==> src/rtl/alien_bullet_ctrl.sv <==
// Alien bullet pool: round-robin shooter select, spawn into lowest free slot, per-tick fall and player hit test.
// Outputs registered (1-cycle latency); no backpressure, rejected requests pulse shot_dropped. Option: ALIEN_BULLET_COOLDOWN_EN.
module alien_bullet_ctrl #(
   parameter int NUM_BULLETS = 4,
   parameter int NUM_ALIENS  = 5,
   parameter int SPEED       = 4,
   parameter int SCREEN_H    = 480,
   parameter int ALIEN_W     = 16,
   parameter int ALIEN_H     = 16,
   parameter int BULLET_W    = 2,
   parameter int BULLET_H    = 6,
   parameter int PLAYER_Y    = 440,
   parameter int PLAYER_W    = 24,
   parameter int PLAYER_H    = 12,
   parameter int COOLDOWN    = 8
) (
   input  logic                     clk,
   input  logic                     reset_n,
   input  logic                     tick,
   input  logic                     alien_shoot,
   input  logic [9:0]               shooter_x,
   input  logic [8:0]               shooter_y,
   input  logic [9:0]               player_x,
   output logic [2:0]               shooter_sel,
   output logic [NUM_BULLETS-1:0]   bullet_active,
   output logic [NUM_BULLETS*10-1:0] bullet_x,
   output logic [NUM_BULLETS*10-1:0] bullet_y,
   output logic                     player_hit,
   output logic                     shot_dropped
);

   if (NUM_BULLETS < 2 || NUM_BULLETS > 8 || NUM_ALIENS < 1 || NUM_ALIENS > 8 || COOLDOWN < 1) begin : g_param_err
      $error("alien_bullet_ctrl: parameter out of range");
   end

   logic [NUM_BULLETS-1:0]    free_vec;
   logic [NUM_BULLETS-1:0]    alloc_oh;
   logic [9:0]                spawn_x;
   logic [9:0]                spawn_y;
   logic                      spawn_ok;
   logic                      cool_ok;
   logic                      accept;

   logic [NUM_BULLETS-1:0]    active_nxt;
   logic [NUM_BULLETS*10-1:0] x_nxt;
   logic [NUM_BULLETS*10-1:0] y_nxt;
   logic                      hit_nxt;
   logic [2:0]                sel_nxt;
   logic [9:0]                ny;
   logic [10:0]               bx11;
   logic [10:0]               ny11;
   logic [10:0]               px11;

   // Allocation looks only at the registered active vector, so a slot freed this tick stays unavailable.
   assign free_vec = ~bullet_active;
   assign alloc_oh = free_vec & (~free_vec + NUM_BULLETS'(1));
   assign spawn_x  = shooter_x + 10'(ALIEN_W / 2 - BULLET_W / 2);
   assign spawn_y  = {1'b0, shooter_y} + 10'(ALIEN_H);
   assign spawn_ok = spawn_y < 10'(SCREEN_H);
   assign accept   = alien_shoot && (|free_vec) && spawn_ok && cool_ok;
   assign px11     = {1'b0, player_x};

`ifdef ALIEN_BULLET_COOLDOWN_EN
   localparam int CW = $clog2(COOLDOWN + 1);
   logic [CW-1:0] cool_cnt;

   assign cool_ok = (cool_cnt == '0);

   always_ff @(posedge clk or negedge reset_n) begin
      if (!reset_n) begin
         cool_cnt <= '0;
      end else if (accept) begin
         cool_cnt <= CW'(COOLDOWN);
      end else if (tick && cool_cnt != '0) begin
         cool_cnt <= cool_cnt - CW'(1);
      end
   end
`else
   assign cool_ok = 1'b1;
`endif

   always_comb begin
      active_nxt = bullet_active;
      x_nxt      = bullet_x;
      y_nxt      = bullet_y;
      hit_nxt    = 1'b0;
      ny         = '0;
      bx11       = '0;
      ny11       = '0;
      for (int i = 0; i < NUM_BULLETS; i++) begin
         ny   = bullet_y[i*10 +: 10] + 10'(SPEED);
         bx11 = {1'b0, bullet_x[i*10 +: 10]};
         ny11 = {1'b0, ny};
         if (tick && bullet_active[i]) begin
            if (ny >= 10'(SCREEN_H)) begin
               active_nxt[i] = 1'b0;
            end else if ((bx11 + 11'(BULLET_W) > px11) &&
                         (bx11 < px11 + 11'(PLAYER_W)) &&
                         (ny11 + 11'(BULLET_H) > 11'(PLAYER_Y)) &&
                         (ny11 < 11'(PLAYER_Y + PLAYER_H))) begin
               active_nxt[i] = 1'b0;
               hit_nxt       = 1'b1;
            end else begin
               y_nxt[i*10 +: 10] = ny;
            end
         end
         // New bullet lands unmoved; it is first hit-tested on the following tick.
         if (accept && alloc_oh[i]) begin
            active_nxt[i]     = 1'b1;
            x_nxt[i*10 +: 10] = spawn_x;
            y_nxt[i*10 +: 10] = spawn_y;
         end
      end
   end

   always_comb begin
      sel_nxt = shooter_sel;
      if (accept) begin
         sel_nxt = (shooter_sel == 3'(NUM_ALIENS - 1)) ? 3'd0 : shooter_sel + 3'd1;
      end
   end

   always_ff @(posedge clk or negedge reset_n) begin
      if (!reset_n) begin
         bullet_active <= '0;
         bullet_x      <= '0;
         bullet_y      <= '0;
         shooter_sel   <= '0;
         player_hit    <= 1'b0;
         shot_dropped  <= 1'b0;
      end else begin
         bullet_active <= active_nxt;
         bullet_x      <= x_nxt;
         bullet_y      <= y_nxt;
         shooter_sel   <= sel_nxt;
         player_hit    <= hit_nxt;
         shot_dropped  <= alien_shoot && !accept;
      end
   end

endmodule

==> config.mk <==
export PLATFORM = sky130hd
export DESIGN_NAME = alien_bullet_ctrl
export DESIGN_NICKNAME = d
export VERILOG_FILES = /design/src/rtl/alien_bullet_ctrl.sv
export SDC_FILE = /design/constraint.sdc
export NUM_CORES = 1
export LEC_CHECK = 0
export ABC_AREA = 1
export ABC_CLOCK_PERIOD_IN_PS = 2300
export BUFFER_PORTS_ARGS = -buffer_cell sky130_fd_sc_hd__buf_2
export CORE_ASPECT_RATIO = 1.5
export CORE_MARGIN = 5
export CORE_UTILIZATION = 53
export CTS_CLUSTER_DIAMETER = 150
export CTS_CLUSTER_SIZE = 8
export DETAILED_ROUTE_END_ITERATION = 12
export PLACE_DENSITY_LB_ADDON = 0.05
export RECOVER_POWER = 50
export SYNTH_ARGS = -nofsm -noshare
export SYNTH_HDL_FRONTEND = slang
export SYNTH_SLANG_ARGS = --single-unit
==> constraint.sdc <==
create_clock -name clk -period 2.3 [get_ports clk]
set_input_delay 0.345 -clock clk [delete_from_list [all_inputs] [get_ports clk]]
set_output_delay 0.345 -clock clk [all_outputs]
set_load 0.03 [all_outputs]
==> results of run 1 <==
## layout by cell type, fill, tap and decap left out, drive strengths merged
cell / n
nand2: 365
buf: 249
inv: 166
o21ai: 100
ha: 99
nand3: 95
nor2: 93
dfrtp: 89
a21oi: 39
clkbuf: 36
xor2: 35
nand4: 23
nor3: 19
o21bai: 6
nor4: 5
o211ai: 5
xnor2: 4
a21o: 2
clkinv: 2
or2: 2
diode: 1
clkinvlp: 1
o22ai: 1
and3: 1
a21boi: 1
nand3b: 1
a22o: 1
a31oi: 1
bufinv: 1
dlygate4sd3: 1
## per-layer routing
metal	up-vias	wire, um	track usage	share of wire
met5	-	47	0	0.0017
met4	6	1460	0.139	0.054
met3	93	1600	0.0448	0.059
met2	297	13800	0.544	0.51
met1	4038	9960	0.353	0.37
li1	4330	-	-	-
## cell type report
cell class                 instances  share of cell area
timing repair buffer             277               0.168
inverter                         163              0.0561
multi-input combinational        898               0.521
tap                              196              0.0223
antenna                            1            0.000228
clock buffer                       9              0.0205
clock inverter                     7             0.00684
sequential                        89               0.205
## metrics by stage
step | cell area (um2) | setup WS, ns | total power [mW] | hold WS [ns]
floorplan | 8060 | -0.239 | 8.32 | 0.0494
global placement | 9950 | -0.482 | 11.4 | 0.239
detailed placement | 9950 | -0.571 | 11.6 | 0.241
CTS | 10600 | -0.391 | 13.6 | 0.201
global route | 11000 | -0.669 | 15.3 | 0.200
finish | 11000 | -0.496 | 14.2 | 0.207
## critical path, delay by kind of cell, from the launching register on
kind                     cells  cell delay (ns)
flip-flops                   1             0.42
XOR/XNOR                     1             0.12
buffers and inverters        5             0.47
AO/OA/AOI/OAI                1             0.07
adder cells (fa/ha/maj)      2             0.45
AND/OR/NAND/NOR             14             1.15
## synth_stat cells (2+ instances only)
master,n,area share
sky130_fd_sc_hd__xnor2_1,4,0.0044
sky130_fd_sc_hd__nand2_2,4,0.0032
sky130_fd_sc_hd__inv_1,152,0.072
sky130_fd_sc_hd__nor3_1,15,0.0095
sky130_fd_sc_hd__nor3_2,4,0.0050
sky130_fd_sc_hd__dfrtp_1,89,0.28
sky130_fd_sc_hd__clkbuf_1,9,0.0043
sky130_fd_sc_hd__inv_2,11,0.0052
sky130_fd_sc_hd__buf_2,9,0.0057
sky130_fd_sc_hd__ha_1,99,0.16
sky130_fd_sc_hd__a21oi_2,2,0.0022
sky130_fd_sc_hd__nand3_1,92,0.058
sky130_fd_sc_hd__xor2_1,35,0.039
sky130_fd_sc_hd__nor2_2,6,0.0047
sky130_fd_sc_hd__o21bai_1,6,0.0057
sky130_fd_sc_hd__o21ai_1,18,0.011
sky130_fd_sc_hd__o211ai_1,5,0.0047
sky130_fd_sc_hd__nor2_1,87,0.041
sky130_fd_sc_hd__a21o_1,2,0.0019
sky130_fd_sc_hd__nand2_4,5,0.0071
sky130_fd_sc_hd__a21oi_1,37,0.023
sky130_fd_sc_hd__o21ai_0,82,0.052
sky130_fd_sc_hd__nand2_1,356,0.17
sky130_fd_sc_hd__nor4_1,5,0.0039
sky130_fd_sc_hd__nand4_1,22,0.017
sky130_fd_sc_hd__nand3_2,3,0.0038
## logic make-up (layout without fill, tap and decap cells)
| kind of cell | count (synthesis) | in the layout | synth area share |
|---|---|---|---|
| other | 0 | 1 | 0 |
| adder cells (fa/ha/maj) | 99 | 99 | 0.156 |
| AO/OA/AOI/OAI | 156 | 156 | 0.104 |
| XOR/XNOR | 39 | 39 | 0.0430 |
| flip-flops | 89 | 89 | 0.280 |
| buffers and inverters | 182 | 456 | 0.0884 |
| AND/OR/NAND/NOR | 604 | 604 | 0.328 |
## state kept, by name, indices dropped and copies added, names as in the netlist
signal and flops:
bullet_active 4, bullet_x 40, bullet_y 40, player_hit 1
shooter_sel 3, shot_dropped 1
## power by group through the flow
stage | registers, mW | clock network (mW) | logic [mW]
after global placement | 3.05 | 0 | 8.36
after CTS | 3.06 | 1.57 | 8.95
after floorplan | 4.36 | 0 | 3.96
final | 3.11 | 1.56 | 9.50
after global routing | 3.22 | 1.64 | 10.5
after detailed placement | 3.06 | 0 | 8.53
## worst paths after layout
| kind | from | to | depth (start not counted) |
|---|---|---|---|
| max | bullet_x[31]$_DFFE_PN0P_ | bullet_y[37]$_DFFE_PN0P_ | 23 |
| min | shooter_x[0] | bullet_x[20]$_DFFE_PN0P_ | 2 |
| max reg2reg | bullet_x[31]$_DFFE_PN0P_ | bullet_y[37]$_DFFE_PN0P_ | 23 |
| min reg2reg | bullet_x[20]$_DFFE_PN0P_ | bullet_x[20]$_DFFE_PN0P_ | 2 |
| max in group asynchronous | reset_n | bullet_x[25]$_DFFE_PN0P_ | 3 |
| min in group asynchronous | reset_n | bullet_y[11]$_DFFE_PN0P_ | 2 |
## timing repair
action	in CTS	in global routing
setup endpoints to repair	37	37
resized for setup	71	76
pin swaps	27	66
hold buffers	1	0
endpoints found under the hold margin	17	0
buffers inserted	9	8
gates cloned	0	0
==> metrics.txt, run 1 <==
status=finished with violations; violated checks=setup timing; H-Tree Level Count=3; number of detailed-routing iterations run before antenna repair=5; via count of the first global-routing pass=8,658; setup total negative slack=-13.43 ns; clock latency at the later pin of the worst-skew pair=0.35 ns; CTS Root Buffer Type=sky130_fd_sc_hd__clkbuf_16; class of the tightest hold or removal check=input port to register; unrepaired setup endpoints after global routing=true; final estimated routing congestion in global placement=0.912; fraction of power consumed by sequential logic=0.220; total DRC errors in the routed layout=0; Leakage Power=5.76 nW; global-route usage over all layers=0.306; clock network fraction of total power=0.110; CTS max path bufs=2; Crit Path Category=register to register; sequential cell area in the final layout=2250 um2; synthesized instance count=1,169; number of placed I/O pins=122; cell total after placement=1,605; sequential fraction of the synthesis area=0.280; Fmax=358 MHz; Slowest cell on crit path=sky130_fd_sc_hd__dfrtp_2; fraction of registers with async set or reset after synthesis=1.00; internal power of the cells=6.77 mW; final standard cell utilization of the core=0.749; flip-flop and latch count after synthesis=89; ratio of cells with drive above 1 in the final layout=0.301; worst-case setup margin in the final layout=-0.496 ns; WL per Instance=16.4 um; CP most frequent cell=sky130_fd_sc_hd__nand2_1; synthesized netlist net count=1,301; count of different cell masters after synthesis=36; Initial Util=0.542; Multi-input gate area=5720 um2; final cell count without fillers=1,640; number of core rows=54; maximum number of pins on one net before global-route repair=53; clock tree skew after final layout=0.0179 ns; DP HPWL=20.6 mm; net switching fraction of the power=0.522; via count=8,764; P per Cell Area=1290 nW/um2; clock buffer count from CTS=9; Comb power frac=0.671; Worst Setup End Kind=register; number of fill cells in the layout=1,223; count of final max-slew check failures=0; final setup violating endpoints=37; relative slew slack=0.282; final hold viol count=0; CP max stage delay=0.42 ns; transition time at the pin with the least slew margin=1.08 ns; residual antenna-violating net count after detailed routing=0; number of violations reported at the end of detailed-routing iteration 0=405; antenna violations before repair=3; clock edge transition at the registers on the reported setup and hold paths=0.07 ns; maximum fanout encountered on the critical timing path=8; core box area=14,700 um2; number of enable-type register cells in the synthesized netlist=0; Syn Area/Cell=6.79 um2; reported max-cap violation count=0; critical path startpoint category=register; Horiz. Die Dim=110 um; sum of overflow across all layers after global routing=0; ys flop type=sky130_fd_sc_hd__dfrtp_1; total clock sinks=89; Max rail drop VDD=783 uV; worst setup slack for register-to-register paths=-0.50 ns; first-pass GRT wire length=42.5 mm; clock period minus worst slack=2.80 ns; area enclosed by the die boundary=17,600 um2; aggregate routed wire length=26.9 mm; Critical Path RT=2.53 ns; routed via count divided by cell count=5.34; post-route fraction of the period consumed by the critical path=1.22; clock tree from TritonCTS=done; data arrival time of the critical path=3.03 ns; Synth warnings=0; # nets final=1,570; cells along the critical path=ha_4 > nand2_4 > inv_2 > nand4_1 > buf_4 > buf_4 > xor2_1 > inv_1 > ha_1 > nand2_1 > nor2_1 > nand3_1 > nand2_1 > o21ai_1 > inv_1 > nand2_2 > nand2_2 > nor2_2 > nand3_2 > nand2_4 > nand2_8 > nand2_1 > nand2_1; Die Height=160 um; power spent charging and discharging nets=7.39 mW; combined area of all synthesized cells=7940 um2; layout overhead on the synthesized area=38.2%; Port Buf Inserts=121
Note: power is estimated with default switching activity, not from simulation.
==> run 2: changes to the inputs <==
--- a/config.mk
+++ b/config.mk
@@ -16,6 +16,7 @@
 export DETAILED_ROUTE_END_ITERATION = 12
 export PLACE_DENSITY_LB_ADDON = 0.05
 export RECOVER_POWER = 50
+export SETUP_SLACK_MARGIN = 0.15
 export SYNTH_ARGS = -nofsm -noshare
 export SYNTH_HDL_FRONTEND = slang
 export SYNTH_SLANG_ARGS = --single-unit
==> metrics.txt, run 2 (synthesis results as in run 1) <==
aggregate routed wire length=26.9 mm (unchanged); unrepaired setup endpoints after global routing=true; final standard cell utilization of the core=0.749 (unchanged); final setup violating endpoints=37 (unchanged); Fmax=358 MHz (unchanged); Worst Setup End Kind=register; class of the tightest hold or removal check=input port to register; area enclosed by the die boundary=17,600 um2 (unchanged); Initial Util=0.542 (unchanged); CTS max path bufs=2 (unchanged); status=finished with violations; violated checks=setup timing; Port Buf Inserts=121 (unchanged); internal power of the cells=6.77 mW (unchanged); Leakage Power=5.76 nW (unchanged); startpoint of the most critical hold path=shooter_x[0]; final hold slack=0.207 ns (unchanged); transition time at the pin with the least slew margin=1.08 ns (unchanged); startpoint of the most critical register-to-register path=bullet_x[31]$_DFFE_PN0P_; number of fill cells in the layout=1,223 (unchanged); worst setup slack for register-to-register paths=-0.50 ns (about the same); clock tree skew after final layout=0.0179 ns (unchanged); residual antenna-violating net count after detailed routing=0 (unchanged); Overall Power=14.2 mW (unchanged); H-Tree Level Count=3 (unchanged); most frequent standard cell in the layout excluding fill and tap cells=sky130_fd_sc_hd__nand2_1; DP HPWL=20.6 mm (unchanged); Critical R2R Capture=bullet_y[37]$_DFFE_PN0P_; count of final max-slew check failures=0 (unchanged); fraction of power consumed by sequential logic=0.220 (about the same); maximum fanout encountered on the critical timing path=8 (unchanged); routed via count divided by cell count=5.34 (unchanged); Max rail drop VDD=783 uV (unchanged); Comb power frac=0.671 (about the same); via count=8,764 (unchanged); largest registers=bullet_x: 40 flops, bullet_y: 40 flops, bullet_active: 4 flops; ratio of cells with drive above 1 in the final layout=0.301 (unchanged); clock network fraction of total power=0.110 (about the same); via count of the first global-routing pass=8,658 (unchanged); pre-CTS WS=-0.571 ns (unchanged); clock edge transition at the registers on the reported setup and hold paths=0.07 ns (about the same); clock latency at the later pin of the worst-skew pair=0.35 ns (about the same); final hold viol count=0 (unchanged); depth of the worst register-to-register path=23 (unchanged); global-route usage over all layers=0.306 (unchanged); number of violations reported at the end of detailed-routing iteration 0=405 (unchanged); data arrival time of the critical path=3.03 ns (about the same); antenna violations before repair=3 (unchanged); Hold Crit Endpoint=bullet_x[20]$_DFFE_PN0P_; fin area=11,000 um2 (unchanged); # nets final=1,570 (unchanged); number of placed I/O pins=122 (unchanged); Critical Path RT=2.53 ns (about the same); critical path startpoint category=register; net switching fraction of the power=0.522 (unchanged); Horiz. Die Dim=110 um (unchanged); layout overhead on the synthesized area=38.2% (unchanged); worst-case setup margin in the final layout=-0.496 ns (unchanged); number of detailed-routing iterations run before antenna repair=5 (unchanged); maximum number of pins on one net before global-route repair=53 (unchanged); relative slew slack=0.282 (unchanged); instance area after placement=9950 um2 (unchanged); Die Height=160 um (unchanged); clock period minus worst slack=2.80 ns (unchanged); sum of overflow across all layers after global routing=0 (unchanged); Crit Path Category=register to register; first-pass GRT wire length=42.5 mm (unchanged); number of stages on the worst hold path=2 (unchanged); number of core rows=54 (unchanged); CTS Root Buffer Type=sky130_fd_sc_hd__clkbuf_16; WL per Instance=16.4 um (unchanged); clock tree from TritonCTS=done; core box area=14,700 um2 (unchanged); clock buffer count from CTS=9 (unchanged); P per Cell Area=1290 nW/um2 (unchanged); highest-count cells in the layout ignoring fill and taps=sky130_fd_sc_hd__nand2_1 (317), sky130_fd_sc_hd__inv_1 (143), sky130_fd_sc_hd__buf_4 (140); total DRC errors in the routed layout=0 (unchanged); power spent charging and discharging nets=7.39 mW (unchanged); total clock sinks=89 (unchanged); reported max-cap violation count=0 (unchanged); post-route fraction of the period consumed by the critical path=1.22 (unchanged); final estimated routing congestion in global placement=0.912 (unchanged)
[run 2: critical path, cell delays in order (launching register included)]
cell and delay [ns]:
sky130_fd_sc_hd__dfrtp_2 0.42, sky130_fd_sc_hd__ha_4 0.16, sky130_fd_sc_hd__nand2_4 0.04, sky130_fd_sc_hd__inv_2 0.05, sky130_fd_sc_hd__nand4_1 0.13, sky130_fd_sc_hd__buf_4 0.17, sky130_fd_sc_hd__buf_4 0.12, sky130_fd_sc_hd__xor2_1 0.12
sky130_fd_sc_hd__inv_1 0.07, sky130_fd_sc_hd__ha_1 0.29, sky130_fd_sc_hd__nand2_1 0.07, sky130_fd_sc_hd__nor2_1 0.05, sky130_fd_sc_hd__nand3_1 0.08, sky130_fd_sc_hd__nand2_1 0.05, sky130_fd_sc_hd__o21ai_1 0.07, sky130_fd_sc_hd__inv_1 0.06
sky130_fd_sc_hd__nand2_2 0.09, sky130_fd_sc_hd__nand2_2 0.06, sky130_fd_sc_hd__nor2_2 0.11, sky130_fd_sc_hd__nand3_2 0.11, sky130_fd_sc_hd__nand2_4 0.14, sky130_fd_sc_hd__nand2_8 0.08, sky130_fd_sc_hd__nand2_1 0.08, sky130_fd_sc_hd__nand2_1 0.06
[run 2: how the worst max path moves through the flow]
stage,endpoint,start,slack (ns)
final,bullet_y[37]$_DFFE_PN0P_,bullet_x[31]$_DFFE_PN0P_,-0.50
after floorplan,bullet_y[32]$_DFFE_PN0P_,bullet_x[31]$_DFFE_PN0P_,-0.24
after detailed placement,bullet_y[37]$_DFFE_PN0P_,player_x[3],-0.57
after global routing,bullet_y[34]$_DFFE_PN0P_,bullet_x[31]$_DFFE_PN0P_,-0.67
after CTS,bullet_y[37]$_DFFE_PN0P_,bullet_x[31]$_DFFE_PN0P_,-0.39
after global placement,bullet_y[35]$_DFFE_PN0P_,player_x[3],-0.48
[run 2: timing repair]
action                                 CTS  global route
pin swaps                               27            66
endpoints found under the hold margin   17             0
gates cloned                             0             0
hold buffers                             1             0
setup endpoints to repair               37            37
resized for setup                       71            76
buffers inserted                         9             8
[run 2: cell type report]
class,instances,area (um2),area share
Antenna cell,1,2.50,0.000228
Clock buffer,9,225,0.0205
Clock inverter,7,75.1,0.00684
Inverter,163,616,0.0561
Multi-Input combinational cell,898,5720,0.521
Sequential cell,89,2250,0.205
Tap cell,196,245,0.0223
Timing Repair Buffer,277,1850,0.168
[run 2: layer usage]
layer  GRT usage  share of wire  vias to the layer above
met4       0.139          0.054                        6
met2       0.544           0.51                      297
met5           0         0.0017                        -
met3      0.0448          0.059                       93
met1       0.353           0.37                     4038
li1            -              -                     4330
[run 2: power groups by stage]
stage / clock network (mW) / logic (mW) / registers (mW)
after floorplan: 0 / 3.96 / 4.36
after detailed placement: 0 / 8.53 / 3.06
final: 1.56 / 9.50 / 3.11
after global routing: 1.64 / 10.5 / 3.22
after CTS: 1.57 / 8.95 / 3.06
after global placement: 0 / 8.36 / 3.05
[run 2: stage by stage]
| step | cells | TNS (ns) |
|---|---|---|
| 2_1_floorplan | 1169 | -7.43 |
| 3_3_place_gp | 1605 | -16.29 |
| 3_5_place_dp | 1605 | -18.23 |
| 4_1_cts | 1631 | -11.33 |
| 5_1_grt | 1639 | -22.15 |
| 6_report | 1640 | -13.43 |
